File: src/rtl/clk_div_pkg.sv
// rtl/clk_div_pkg.sv - shared types, constants and divisor clamp for clk_div_n
package clk_div_pkg;

  // Run/park state of the divider
  typedef enum logic [0:0] {
    IDLE = 1'b0,
    RUN  = 1'b1
  } clk_div_state_e;

  // Smallest divisor that still yields a distinct high and low phase
  localparam int unsigned CLK_DIV_MIN = 2;

  // Divisors 0 and 1 cannot form a period; pull them up to the minimum
  function automatic logic [31:0] clamp_div(input logic [31:0] d);
    if (d < CLK_DIV_MIN) begin
      return CLK_DIV_MIN;
    end
    return d;
  endfunction

endpackage

File: src/rtl/clk_div_negext.sv
// rtl/clk_div_negext.sv - optional negedge half-cycle extension and output OR (macro CLK_DIV_DUTY50_EN)
module clk_div_negext
  import clk_div_pkg::*;
(
  input  logic clk,
  input  logic rst_n,
  input  logic pos_q,
  input  logic odd,
  output logic clk_out
);

  logic neg_q;

`ifdef CLK_DIV_DUTY50_EN
  // Stretch the high phase by half a clk cycle for odd divisors
  always_ff @(negedge clk or negedge rst_n) begin
    if (!rst_n) begin
      neg_q <= 1'b0;
    end else begin
      neg_q <= pos_q & odd;
    end
  end
`else
  // Purely posedge build: no extension stage exists
  logic unused_negext;
  assign unused_negext = &{1'b0, clk, rst_n, odd};
  assign neg_q = 1'b0;
`endif

  assign clk_out = pos_q | neg_q;

endmodule

File: src/rtl/clk_div_n.sv
// rtl/clk_div_n.sv - programmable integer clock divider with run/park control and tick (macro CLK_DIV_DUTY50_EN)
module clk_div_n
  import clk_div_pkg::*;
#(
  parameter int WIDTH     = 8,
  parameter int RESET_DIV = 5
) (
  input  logic             clk,
  input  logic             rst_n,
  input  logic             en,
  input  logic [WIDTH-1:0] div,
  output logic             clk_out,
  output logic             tick,
  output logic [WIDTH-1:0] div_active,
  output logic             div_err
);

  localparam logic [0:0] ST_IDLE = 1'(IDLE);
  localparam logic [0:0] ST_RUN  = 1'(RUN);

  logic [0:0]       state;
  logic [WIDTH-1:0] cnt;
  logic             pos_q;

  // One extra bit so cnt+1 never wraps at the largest divisor
  logic [WIDTH:0]   cnt_inc;
  logic [WIDTH:0]   half_div;
  logic             period_end;
  logic             load;

  assign cnt_inc    = {1'b0, cnt} + 1'b1;
  assign half_div   = {2'b00, div_active[WIDTH-1:1]};
  assign period_end = (state == ST_RUN) && (cnt_inc == {1'b0, div_active});
  assign load       = en && ((state == ST_IDLE) || period_end);

  // Period counter, high-phase flop, tick and divisor register
  always_ff @(posedge clk or negedge rst_n) begin
    if (!rst_n) begin
      state      <= ST_IDLE;
      cnt        <= '0;
      pos_q      <= 1'b0;
      tick       <= 1'b0;
      div_active <= WIDTH'(RESET_DIV);
      div_err    <= 1'b0;
    end else if (load) begin
      state      <= ST_RUN;
      cnt        <= '0;
      pos_q      <= 1'b1;
      tick       <= 1'b1;
      div_active <= WIDTH'(clamp_div(32'(div)));
      div_err    <= (div < WIDTH'(CLK_DIV_MIN));
    end else if (period_end) begin
      state <= ST_IDLE;
      cnt   <= '0;
      pos_q <= 1'b0;
      tick  <= 1'b0;
    end else if (state == ST_RUN) begin
      cnt   <= cnt_inc[WIDTH-1:0];
      pos_q <= (cnt_inc < half_div);
      tick  <= 1'b0;
    end
  end

  clk_div_negext u_negext (
    .clk     (clk),
    .rst_n   (rst_n),
    .pos_q   (pos_q),
    .odd     (div_active[0]),
    .clk_out (clk_out)
  );

endmodule

File: config.mk
export PLATFORM = sky130hd
export DESIGN_NAME = clk_div_n
export DESIGN_NICKNAME = d
export VERILOG_FILES = /design/src/rtl/clk_div_pkg.sv /design/src/rtl/clk_div_negext.sv /design/src/rtl/clk_div_n.sv
export SDC_FILE = /design/constraint.sdc
export NUM_CORES = 1
export LEC_CHECK = 0
export BUFFER_PORTS_ARGS = -buffer_cell sky130_fd_sc_hd__buf_2
export CAP_MARGIN = 5
export CORE_MARGIN = 5
export CORE_UTILIZATION = 56
export DETAILED_ROUTE_END_ITERATION = 10
export PLACE_DENSITY = 0.9
export SYNTH_ARGS = -nofsm -noshare
export SYNTH_HDL_FRONTEND = slang
export SYNTH_SLANG_ARGS = --single-unit
export TNS_END_PERCENT = 20
File: constraint.sdc
create_clock -name clk -period 7.7 [get_ports clk]
set_input_delay 1.155 -clock clk [delete_from_list [all_inputs] [get_ports clk]]
set_output_delay 1.155 -clock clk [all_outputs]
set_load 0.01 [all_outputs]
==> flow_metrics.py, run 1 <==
metrics = {
    "power_and_ir_drop": {
        "finalPower_uw": 415,
        "p_leak_nw": 0.740,
        "ir_worst_vdd_mv": 0.190,
        "powerDensity_mw_per_mm2": 247,
    },
    "timing": {
        "fmax_mhz": 319,
        "slew_headroom": 0.420,
        "period_needed_ns": 3.13,
        "hold_viol": 0,
        "rsz0062_at_grt": "false",
        "finalMaxSlewViolations": 0,
        "fin_skew_ns": 0.00584,
        "setup_viol": 0,
        "setup_tns_ns": 0,
        "timing.final.ws_setup_ns": 4.57,
        "tightest_slew_ns": 0.869,
        "timing.final.crit_share": 0.407,
    },
    "global_routing": {
        "grt-ovfl-total": 0,
        "grt_max_degree": 28,
        "antenna_found_initial": 0,
        "grt_pass1_wl_um": 7070,
        "grt_pass1_vias": 1492,
        "track_usage": 0.214,
    },
    "placement": {
        "dp_hpwl_um": 3010,
        "place.port_buffers": 21,
        "dp.cells": 214,
        "pre_cts_ws_ns": 4.61,
        "gp_congestion": 0.879,
    },
    "logic_synthesis": {
        "yosysMostFrequentCell": "dfrtp_1",
        "syn_area_mm2": 0.00162,
        "yosys-top-cells-count": "18 x dfrtp_1, 16 x nand2_1, 12 x inv_1",
        "synth_top_area_frac": 0.277,
        "synth_edf_count": 0,
        "synthArstFlopShare": 1.00,
        "synthCells": 176,
        "synthTopCellsByArea": "dfrtp_1 28%, ha_1 5.4%, nand2_1 3.7%, a31oi_1 3.5%, dfstp_2 3.2%",
        "synth_nets": 194,
        "synth_cell_types": 51,
        "yosysWarnings": 0,
        "synth_top_cell_by_area": "dfrtp_1",
        "yosysSeqAreaShare": 0.310,
        "avgSynthCellArea_um2": 9.23,
        "ys_ff_latch": 20,
        "ys.flop_type": "dfrtp_1",
    },
    "drt": {
        "viasPerCell": 6.93,
        "route.detailed.drc": 0,
        "wirelength_um": 4120,
        "wl_per_cell_um": 18.9,
        "ant_nets": 0,
        "dr.pass1.iters": 4,
        "num_vias": 1510,
        "drt-initial-drc-count": 187,
    },
    "worst_setup_path": {
        "rrSetupSlack_ns": 4.57,
        "slowest_delay_ns": 0.77,
        "worstReg2RegStart": "cnt[0]",
        "cp_num_buf_inv": 0,
        "cp-end-kind": "register",
        "rr_worst_depth": 7,
        "critical_path.startpoint": "cnt[0]",
        "crit_arrival_ns": 3.34,
        "rr_endpoint": "cnt[1]",
        "worstPathRequired_ns": 7.91,
        "critPathMaxFanout": 16,
        "cp_cell_sequence": "ha_1, xor2_2, a211oi_2, o211ai_2, nor4_4, nand2_1, a32o_1",
        "startpoint_type": "register",
        "crit_slowest_cell": "nor4_4",
        "crit_family": "simple AND/OR/NAND/NOR gates",
        "critPathKind": "reg -> reg",
    },
    "clocking": {
        "clk_pin_slew_ns": 0.11,
        "cts_tree": "done",
        "root_buffer": "clkbuf_4",
        "cts_hold_buf": 0,
        "clock_latency_ns": 0.31,
        "cts_buffer_depth": 2,
        "numCtsBuffers": 3,
        "post_cts_buffers": 0,
        "clock_sinks": 20,
        "cts-resized-gates": 0,
        "h-tree-depth": 1,
    },
    "floorplanning": {
        "rows": 19,
        "dieWidth_um": 63.9,
        "core-area_mm2": 0.00276,
        "num_io_pins": 22,
        "die_y_um": 63.9,
        "start_util": 0.589,
        "die-area_mm2": 0.00408,
    },
    "finish": {
        "syn_to_final_growth_pct": 3.70,
        "fin_cells": 218,
        "num_antenna_cells": 0,
        "nets": 206,
        "final_util": 0.611,
        "drive_gt1_frac": 0.214,
    },
    "hold_path": {
        "hp-start": "tick",
        "hold-path-endpoint": "tick",
        "hp-class": "reg -> reg",
        "whs_path_depth": 2,
    },
    "outcome": {
        "status": "complete, no violations",
    },
    "run": {
        "maxCapViolations": 0,
    },
}
report_power, final:
part / internal [mW] / switching [mW] / total, mW
Combinational: 0.0921 / 0.110 / 0.202
Clock: 0.0203 / 0.0338 / 0.0540
Sequential: 0.126 / 0.0335 / 0.159
Total: 0.238 / 0.177 / 0.415
cell families (layout without fill, tap and decap cells):
logic type                 Yosys count  in the layout  synth area share
and+or+nand+nor                     58             58             0.195
AOI/OAI and AO/OA                   52             52             0.252
buffers and inverters               26             37            0.0955
DFF                                 20             20             0.310
xor gates and xnor gates            11             11            0.0817
adders and majority gates            7              7            0.0539
muxes                                2              2            0.0123
per-stage QoR:
| stage | area [um^2] | hold WS, ns |
|---|---|---|
| 2_1_floorplan | 1620 | 0.525 |
| 3_3_place_gp | 1660 | 0.479 |
| 3_5_place_dp | 1660 | 0.488 |
| 4_1_cts | 1680 | 0.517 |
| 5_1_grt | 1680 | 0.574 |
| 6_report | 1680 | 0.517 |
worst max path at each step:
stage | slack (ns) | cells after the start | to
global route | 4.29 | 7 | cnt[1]
floorplan | 5.09 | 9 | div_err
global placement | 4.77 | 7 | cnt[2]
CTS | 4.58 | 7 | cnt[1]
detailed placement | 4.61 | 7 | cnt[1]
finish | 4.57 | 7 | cnt[1]
cell usage in the layout, fill, tap and decap left out, types with 2 or more instances in the layout:
cell type	n
inv_1	12
o211ai_2	2
o211ai_1	2
dfstp_2	2
a31o_2	5
a21o_1	3
nor3_1	5
clkbuf_4	3
a311o_1	2
a21oi_1	3
nand2_1	16
buf_2	21
nand3_1	9
o21ai_0	7
o311ai_0	5
nor2_1	8
xnor2_1	6
nand4_1	6
ha_1	7
xor2_1	2
and3_1	3
mux2i_1	2
a22o_1	3
a32o_1	3
a32oi_1	2
dfrtp_1	18
a31oi_1	9
per-layer routing:
| layer | track usage | part of all wire | vias to the layer above |
|---|---|---|---|
| li1 | - | - | 690 |
| met1 | 0.293 | 0.40 | 727 |
| met2 | 0.334 | 0.48 | 82 |
| met3 | 0.0333 | 0.095 | 11 |
| met4 | 0.0909 | 0.023 | 0 |
| met5 | 0 | 0 | - |
worst min-delay path, stage by stage, from the launching register on:
cell and delay, ns:
dfrtp_1 0.37, nor2_1 0.04, nor2_1 0.08
state kept, by name, indices dropped and copies added, names as in the netlist:
signal	cells
cnt	8
div_active	8
div_err	1
pos_q	1
state	1
tick	1
final cells by class:
type	count	area [um^2]
Inverter	12	45.0
Fill cell	239	1070
Sequential cell	20	503
Tap cell	31	38.8
Timing Repair Buffer	21	105
Clock buffer	4	26.3
Multi-Input combinational cell	130	966
Note: power is estimated with default switching activity, not from simulation.
==> run 2, diff against run 1 <==
--- a/config.mk
+++ b/config.mk
@@ -5,10 +5,11 @@
 export SDC_FILE = /design/constraint.sdc
 export NUM_CORES = 1
 export LEC_CHECK = 0
+export ABC_AREA = 1
 export BUFFER_PORTS_ARGS = -buffer_cell sky130_fd_sc_hd__buf_2
 export CAP_MARGIN = 5
 export CORE_MARGIN = 5
-export CORE_UTILIZATION = 56
+export CORE_UTILIZATION = 55
 export DETAILED_ROUTE_END_ITERATION = 10
 export PLACE_DENSITY = 0.9
 export SYNTH_ARGS = -nofsm -noshare
==> constraint.sdc (replaced) <==
create_clock -name clk -period 3.1 [get_ports clk]
set_input_delay 0.465 -clock clk [delete_from_list [all_inputs] [get_ports clk]]
set_output_delay 0.465 -clock clk [all_outputs]
set_load 0.01 [all_outputs]
==> run 2 against run 1 <==
Worst hold slack lost 0.43 ns. Wire length shrank 32%. First-iteration DRC count shrank 89%. Sequential power grew to 3.3 times the previous value. Utilization grew 0.66 points. Sequential share of layout area grew 3.9 points. Via count shrank 19%. Cell count grew 11%. Synthesized cell count grew 8.0%. Clock power grew to 2.8 times the previous value. Largest power group unchanged. Flip-flop and latch count is the same. Combinational power grew to 4.7 times the previous value.
==> flow_metrics.py, run 2 <==
metrics = {
    "logic_synthesis": {
        "yosysWarnings": 0,
        "ys_ff_latch": 20,
        "ys.flop_type": "dfrtp_1",
        "synthArstFlopShare": 1.00,
        "avgSynthCellArea_um2": 7.07,
        "synth_top_cell_by_area": "dfrtp_1",
        "synthTopCellsByArea": "dfrtp_1 34%, nand2_1 18%, nand3_1 10%, inv_1 7.3%, ha_1 6.5%",
        "yosys-top-cells-count": "64 x nand2_1, 27 x nand3_1, 26 x inv_1",
        "yosysSeqAreaShare": 0.374,
        "synth_nets": 208,
        "synth_cell_types": 25,
        "synth_top_area_frac": 0.335,
        "yosysMostFrequentCell": "nand2_1",
        "syn_area_mm2": 0.00134,
        "synth_edf_count": 0,
        "synthCells": 190,
    },
    "worst_setup_path": {
        "slowest_delay_ns": 0.43,
        "cp-end-kind": "register",
        "crit_slowest_cell": "dfrtp_1",
        "crit_arrival_ns": 2.37,
        "critPathKind": "reg -> reg",
        "cp_num_buf_inv": 2,
        "worstPathRequired_ns": 3.34,
        "crit_family": "simple AND/OR/NAND/NOR gates",
        "cp_common_cell": "nand2_1",
        "startpoint_type": "register",
        "critPathMaxFanout": 5,
        "cp_cell_sequence": "ha_1, nand2_1, inv_1, nand2_1, nand2_2, inv_1, ha_1, nand2_1, nor2_1, nor2_1, nand3_1, nand2_1, nand2_1, nor2_1, nand3_1, nand3_1",
    },
    "placement": {
        "place.port_buffers": 21,
        "gp_congestion": 0.946,
        "dp_hpwl_um": 2180,
        "dp.cells": 237,
    },
    "drt": {
        "dr.pass1.iters": 4,
        "ant_nets": 0,
        "drt-initial-drc-count": 21,
        "route.detailed.drc": 0,
        "wirelength_um": 2790,
        "wl_per_cell_um": 11.6,
        "num_vias": 1225,
        "viasPerCell": 5.08,
    },
    "clocking": {
        "cts-resized-gates": 0,
        "cts_tree": "done",
        "h-tree-depth": 1,
        "cts_buffer_depth": 2,
        "root_buffer": "clkbuf_4",
        "clock_sinks": 20,
        "cts_hold_buf": 0,
        "clock_latency_ns": 0.30,
        "post_cts_buffers": 0,
        "numCtsBuffers": 3,
        "clk_pin_slew_ns": 0.11,
    },
    "finish": {
        "fin_cells": 241,
        "nets": 230,
        "regArea_um2": 503,
        "syn_to_final_growth_pct": 10.7,
        "final_common_cell": "nand2_1",
        "drive_gt1_frac": 0.171,
        "top_regs": "cnt x8, div_active x8",
        "fillers": 213,
        "layout_common_cells": "64 x nand2_1, 27 x nand3_1, 26 x inv_1",
        "multi_input_area_um2": 703,
        "num_antenna_cells": 0,
    },
    "timing": {
        "finalMaxSlewViolations": 0,
        "tightest_slew_ns": 0.431,
        "setup_viol": 0,
        "timing.final.crit_share": 0.685,
        "worst_hold_slack_ns": 0.0857,
        "fin_skew_ns": 0.00310,
        "period_needed_ns": 2.12,
        "hold_viol": 0,
        "fmax_mhz": 471,
        "slew_headroom": 0.713,
        "rsz0062_at_grt": "false",
        "setup_tns_ns": 0,
    },
    "global_routing": {
        "grt_pass1_wl_um": 4910,
        "track_usage": 0.182,
        "grt_pass1_vias": 1178,
        "antenna_found_initial": 0,
        "grt_max_degree": 21,
        "grt-ovfl-total": 0,
    },
    "floorplanning": {
        "dieWidth_um": 59.4,
        "num_io_pins": 22,
        "die-area_mm2": 0.00353,
        "rows": 18,
        "core-area_mm2": 0.00241,
        "start_util": 0.558,
        "die_y_um": 59.4,
    },
    "power_and_ir_drop": {
        "powerDensity_mw_per_mm2": 1090,
        "ir_worst_vdd_mv": 0.651,
        "p_leak_nw": 0.850,
    },
    "run": {
        "maxCapViolations": 0,
    },
    "hold_path": {
        "hp-class": "in -> async",
    },
    "outcome": {
        "status": "complete, no violations",
    },
}
==> run 2: worst paths after layout <==
path	startpoint	endpoint	slack, ns	depth (start not counted)
setup / recovery	cnt[0]	pos_q	0.98	16
hold / removal	rst_n	cnt[6]	0.09	1
setup reg to reg	cnt[0]	pos_q	0.98	16
hold reg to reg	div_err	div_err	0.48	2
max in group asynchronous	rst_n	div_active[2]	2.68	1
min in group clk	div[2]	div_active[2]	0.39	3
==> run 2: cells by family after synthesis <==
logic type,after synthesis,share of synthesized area
DFF,20,0.374
adders and majority gates,7,0.0652
AOI/OAI and AO/OA,13,0.0568
buffers and inverters,31,0.102
xor gates and xnor gates,2,0.0130
and+or+nand+nor,117,0.388
==> run 2: power by group <==
part           internal, mW  leakage, nW  switching, mW
Clock                0.0716       0.0210         0.0801
Combinational         0.367        0.588          0.581
Sequential            0.389        0.241          0.134
==> run 2: layout make-up <==
| cell class | instances | share of cell area |
|---|---|---|
| Clock buffer | 4 | 0.0244 |
| Inverter | 27 | 0.0690 |
| Multi-Input combinational cell | 139 | 0.473 |
| Sequential cell | 20 | 0.338 |
| Tap cell | 30 | 0.0252 |
| Timing Repair Buffer | 21 | 0.0706 |
==> run 2: through the flow <==
step	util	setup WS [ns]	instance area (um^2)	total power [mW]
6_report	0.617	0.976	1490	1.62
5_1_grt	0.617	0.708	1490	1.82
4_1_cts	0.617	0.972	1490	1.63
3_5_place_dp	0.602	1.00	1450	1.47
3_3_place_gp	0.602	1.05	1450	1.45
2_1_floorplan	-	1.27	1340	1.25
==> run 2: per-layer routing <==
layer	GRT usage	wire, um	share of wire	up-vias
met3	0.0283	154	0.055	2
li1	-	-	-	647
met1	0.233	1250	0.45	541
met2	0.317	1370	0.49	35
met5	0	0	0	-
met4	0.0485	14	0.0050	0
==> run 2: worst reg2reg max path, delay by kind of cell, from the launching register on <==
family	cells	cell delay, ns
and+or+nand+nor	12	1.01
adders and majority gates	2	0.49
DFF	1	0.43
buffers and inverters	2	0.16
==> run 3, diff against run 2 <==
--- a/config.mk
+++ b/config.mk
@@ -5,11 +5,11 @@
 export SDC_FILE = /design/constraint.sdc
 export NUM_CORES = 1
 export LEC_CHECK = 0
-export ABC_AREA = 1
+export ABC_AREA = 0
 export BUFFER_PORTS_ARGS = -buffer_cell sky130_fd_sc_hd__buf_2
 export CAP_MARGIN = 5
 export CORE_MARGIN = 5
-export CORE_UTILIZATION = 55
+export CORE_UTILIZATION = 56
 export DETAILED_ROUTE_END_ITERATION = 10
 export PLACE_DENSITY = 0.9
 export SYNTH_ARGS = -nofsm -noshare
==> constraint.sdc (replaced) <==
create_clock -name clk -period 2.1 [get_ports clk]
set_input_delay 0.315 -clock clk [delete_from_list [all_inputs] [get_ports clk]]
set_output_delay 0.315 -clock clk [all_outputs]
set_load 0.01 [all_outputs]
==> run 3 against run 2 <==
The flow now finishes with violations (setup timing). Sequential power up 7.6%. Worst hold slack better by 0.22 ns. First-iteration DRC count rose to 8.8 times the previous value. Critical endpoint is now div_err. Register-to-register slack worse by 1.1 ns. Sequential share of layout area down 9.3 points. Flip-flop and latch count unchanged. Non-clock buffer count up 34.
==> flow_metrics.py, run 3 (synthesis results as in run 1) <==
metrics = {
    "outcome": {
        "status": "finished, violations left",
        "violations": "setup timing",
    },
    "timing": {
        "fin_skew_ns": 0.00432,
        "timing.final.crit_share": 1.07,
        "setup_viol": 9,
        "hold_viol": 0,
        "rsz0062_at_grt": "true",
        "fmax_mhz": 444,
        "tightest_slew_ns": 0.503,
        "period_needed_ns": 2.25,
        "slew_headroom": 0.665,
        "finalMaxSlewViolations": 0,
        "timing.final.ws_setup_ns": -0.151,
    },
    "worst_setup_path": {
        "slowest_delay_ns": 0.53,
        "worstPathRequired_ns": 2.35,
        "cp_num_buf_inv": 0,
        "crit_slowest_cell": "or4_4",
        "crit_arrival_ns": 2.50,
        "critPathKind": "reg -> reg",
        "cp-end-kind": "register",
        "critical_path.startpoint": "cnt[1]",
        "critPathMaxFanout": 3,
        "crit_family": "simple AND/OR/NAND/NOR gates",
        "startpoint_type": "register",
        "worstReg2RegStart": "cnt[1]",
        "cp_cell_sequence": "ha_4, xor2_1, a211oi_2, o211ai_2, or4_4, or4_4, o211ai_2",
    },
    "drt": {
        "viasPerCell": 6.79,
        "drt-initial-drc-count": 184,
        "wl_per_cell_um": 19.4,
        "dr.pass1.iters": 5,
        "wirelength_um": 4890,
        "num_vias": 1712,
        "ant_nets": 0,
        "route.detailed.drc": 0,
    },
    "global_routing": {
        "track_usage": 0.235,
        "grt_pass1_vias": 1692,
        "antenna_found_initial": 0,
        "grt_max_degree": 26,
        "grt_pass1_wl_um": 7810,
        "grt-ovfl-total": 0,
    },
    "power_and_ir_drop": {
        "ir_worst_vdd_mv": 1.17,
        "finalPower_mw": 2.07,
        "powerDensity_mw_per_mm2": 1010,
        "p_leak_nw": 0.930,
    },
    "placement": {
        "place.port_buffers": 21,
        "post_dp_cell_area_mm2": 0.00189,
        "gp_congestion": 0.971,
        "dp_hpwl_um": 3470,
    },
    "finish": {
        "syn_to_final_growth_pct": 26.6,
        "final_area_mm2": 0.00206,
        "layout_common_cells": "32 x buf_4, 21 x buf_2, 17 x dfrtp_1",
        "nets": 240,
        "top_regs": "cnt x8, div_active x8",
        "final_util": 0.745,
        "num_antenna_cells": 0,
        "drive_gt1_frac": 0.394,
        "final_common_cell": "buf_4",
    },
    "clocking": {
        "clock_latency_ns": 0.32,
        "clock_sinks": 20,
        "root_buffer": "clkbuf_4",
        "cts_tree": "done",
        "h-tree-depth": 1,
        "cts_buffer_depth": 2,
        "numCtsBuffers": 3,
        "clk_pin_slew_ns": 0.13,
    },
    "floorplanning": {
        "num_io_pins": 22,
        "dieWidth_um": 63.9,
        "die-area_mm2": 0.00408,
        "core-area_mm2": 0.00276,
        "rows": 19,
        "die_y_um": 63.9,
        "start_util": 0.589,
    },
    "run": {
        "maxCapViolations": 0,
    },
    "hold_path": {
        "hp-start": "div[2]",
        "hp-class": "in -> reg",
    },
}
run 3: cell count changes in the layout (fill, tap and decap cells not counted), sizes merged, moves of 9 or more:
cell   previous run  this run
buf              21        54
a31oi             0         9
inv              26        12
nor2             18         8
nand3            28        10
nand2            68        16
run 3: layout make-up:
type / instances / area [um^2]
multi-input combinational: 130 / 1050
tap: 31 / 38.8
timing repair buffer: 55 / 367
clock buffer: 3 / 22.5
sequential: 20 / 504
inverter: 12 / 45.0
clock inverter: 1 / 30.0
fill: 179 / 702
run 3: metal layers:
metal,global-route usage,part of all wire,up-vias
li1,-,-,762
met1,0.284,0.38,814
met2,0.388,0.50,116
met3,0.0578,0.091,20
met5,0,0,-
met4,0.109,0.027,0
run 3: worst paths after layout:
check                                     end  slack [ns]  cells past startpoint
worst max-delay path                  div_err       -0.15                      7
worst min-delay path            div_active[2]        0.31                      3
worst max register to register        div_err       -0.15                      7
worst min register to register           tick        0.52                      2
max in group asynchronous       div_active[0]        1.28                      2
min in group asynchronous       div_active[3]        0.47                      2
run 3: repair_timing:
item,CTS,global route
endpoints found under the setup margin,20,20
gates resized for setup,10,9
setup buffers,1,3
hold endpoints to repair,18,0
hold buffers,1,0
pin swaps,12,11
gates cloned,0,0
run 3: metrics by stage:
step | setup WS [ns] | std cells | TNS, ns | hold WS (ns)
after floorplan | -0.346 | 176 | -2.46 | 0.0194
after detailed placement | -0.279 | 243 | -2.71 | 0.289
after global placement | -0.208 | 243 | -1.72 | 0.285
after global routing | -0.213 | 252 | -2.59 | 0.310
after CTS | -0.211 | 249 | -0.934 | 0.305
final | -0.151 | 252 | -0.686 | 0.306
run 3: power breakdown:
group          switching (mW)  leakage (nW)  total (mW)  internal, mW
Sequential             0.0998         0.210       0.563         0.464
Clock                   0.140        0.0279       0.333         0.193
Combinational           0.560         0.692        1.17         0.612
run 3: tightest hold or removal path, delay by kind of cell:
kind / cells / cell delay (ns)
buffers and inverters: 1 / 0.12
AO/OA/AOI/OAI: 1 / 0.13
AND/OR/NAND/NOR: 1 / 0.06
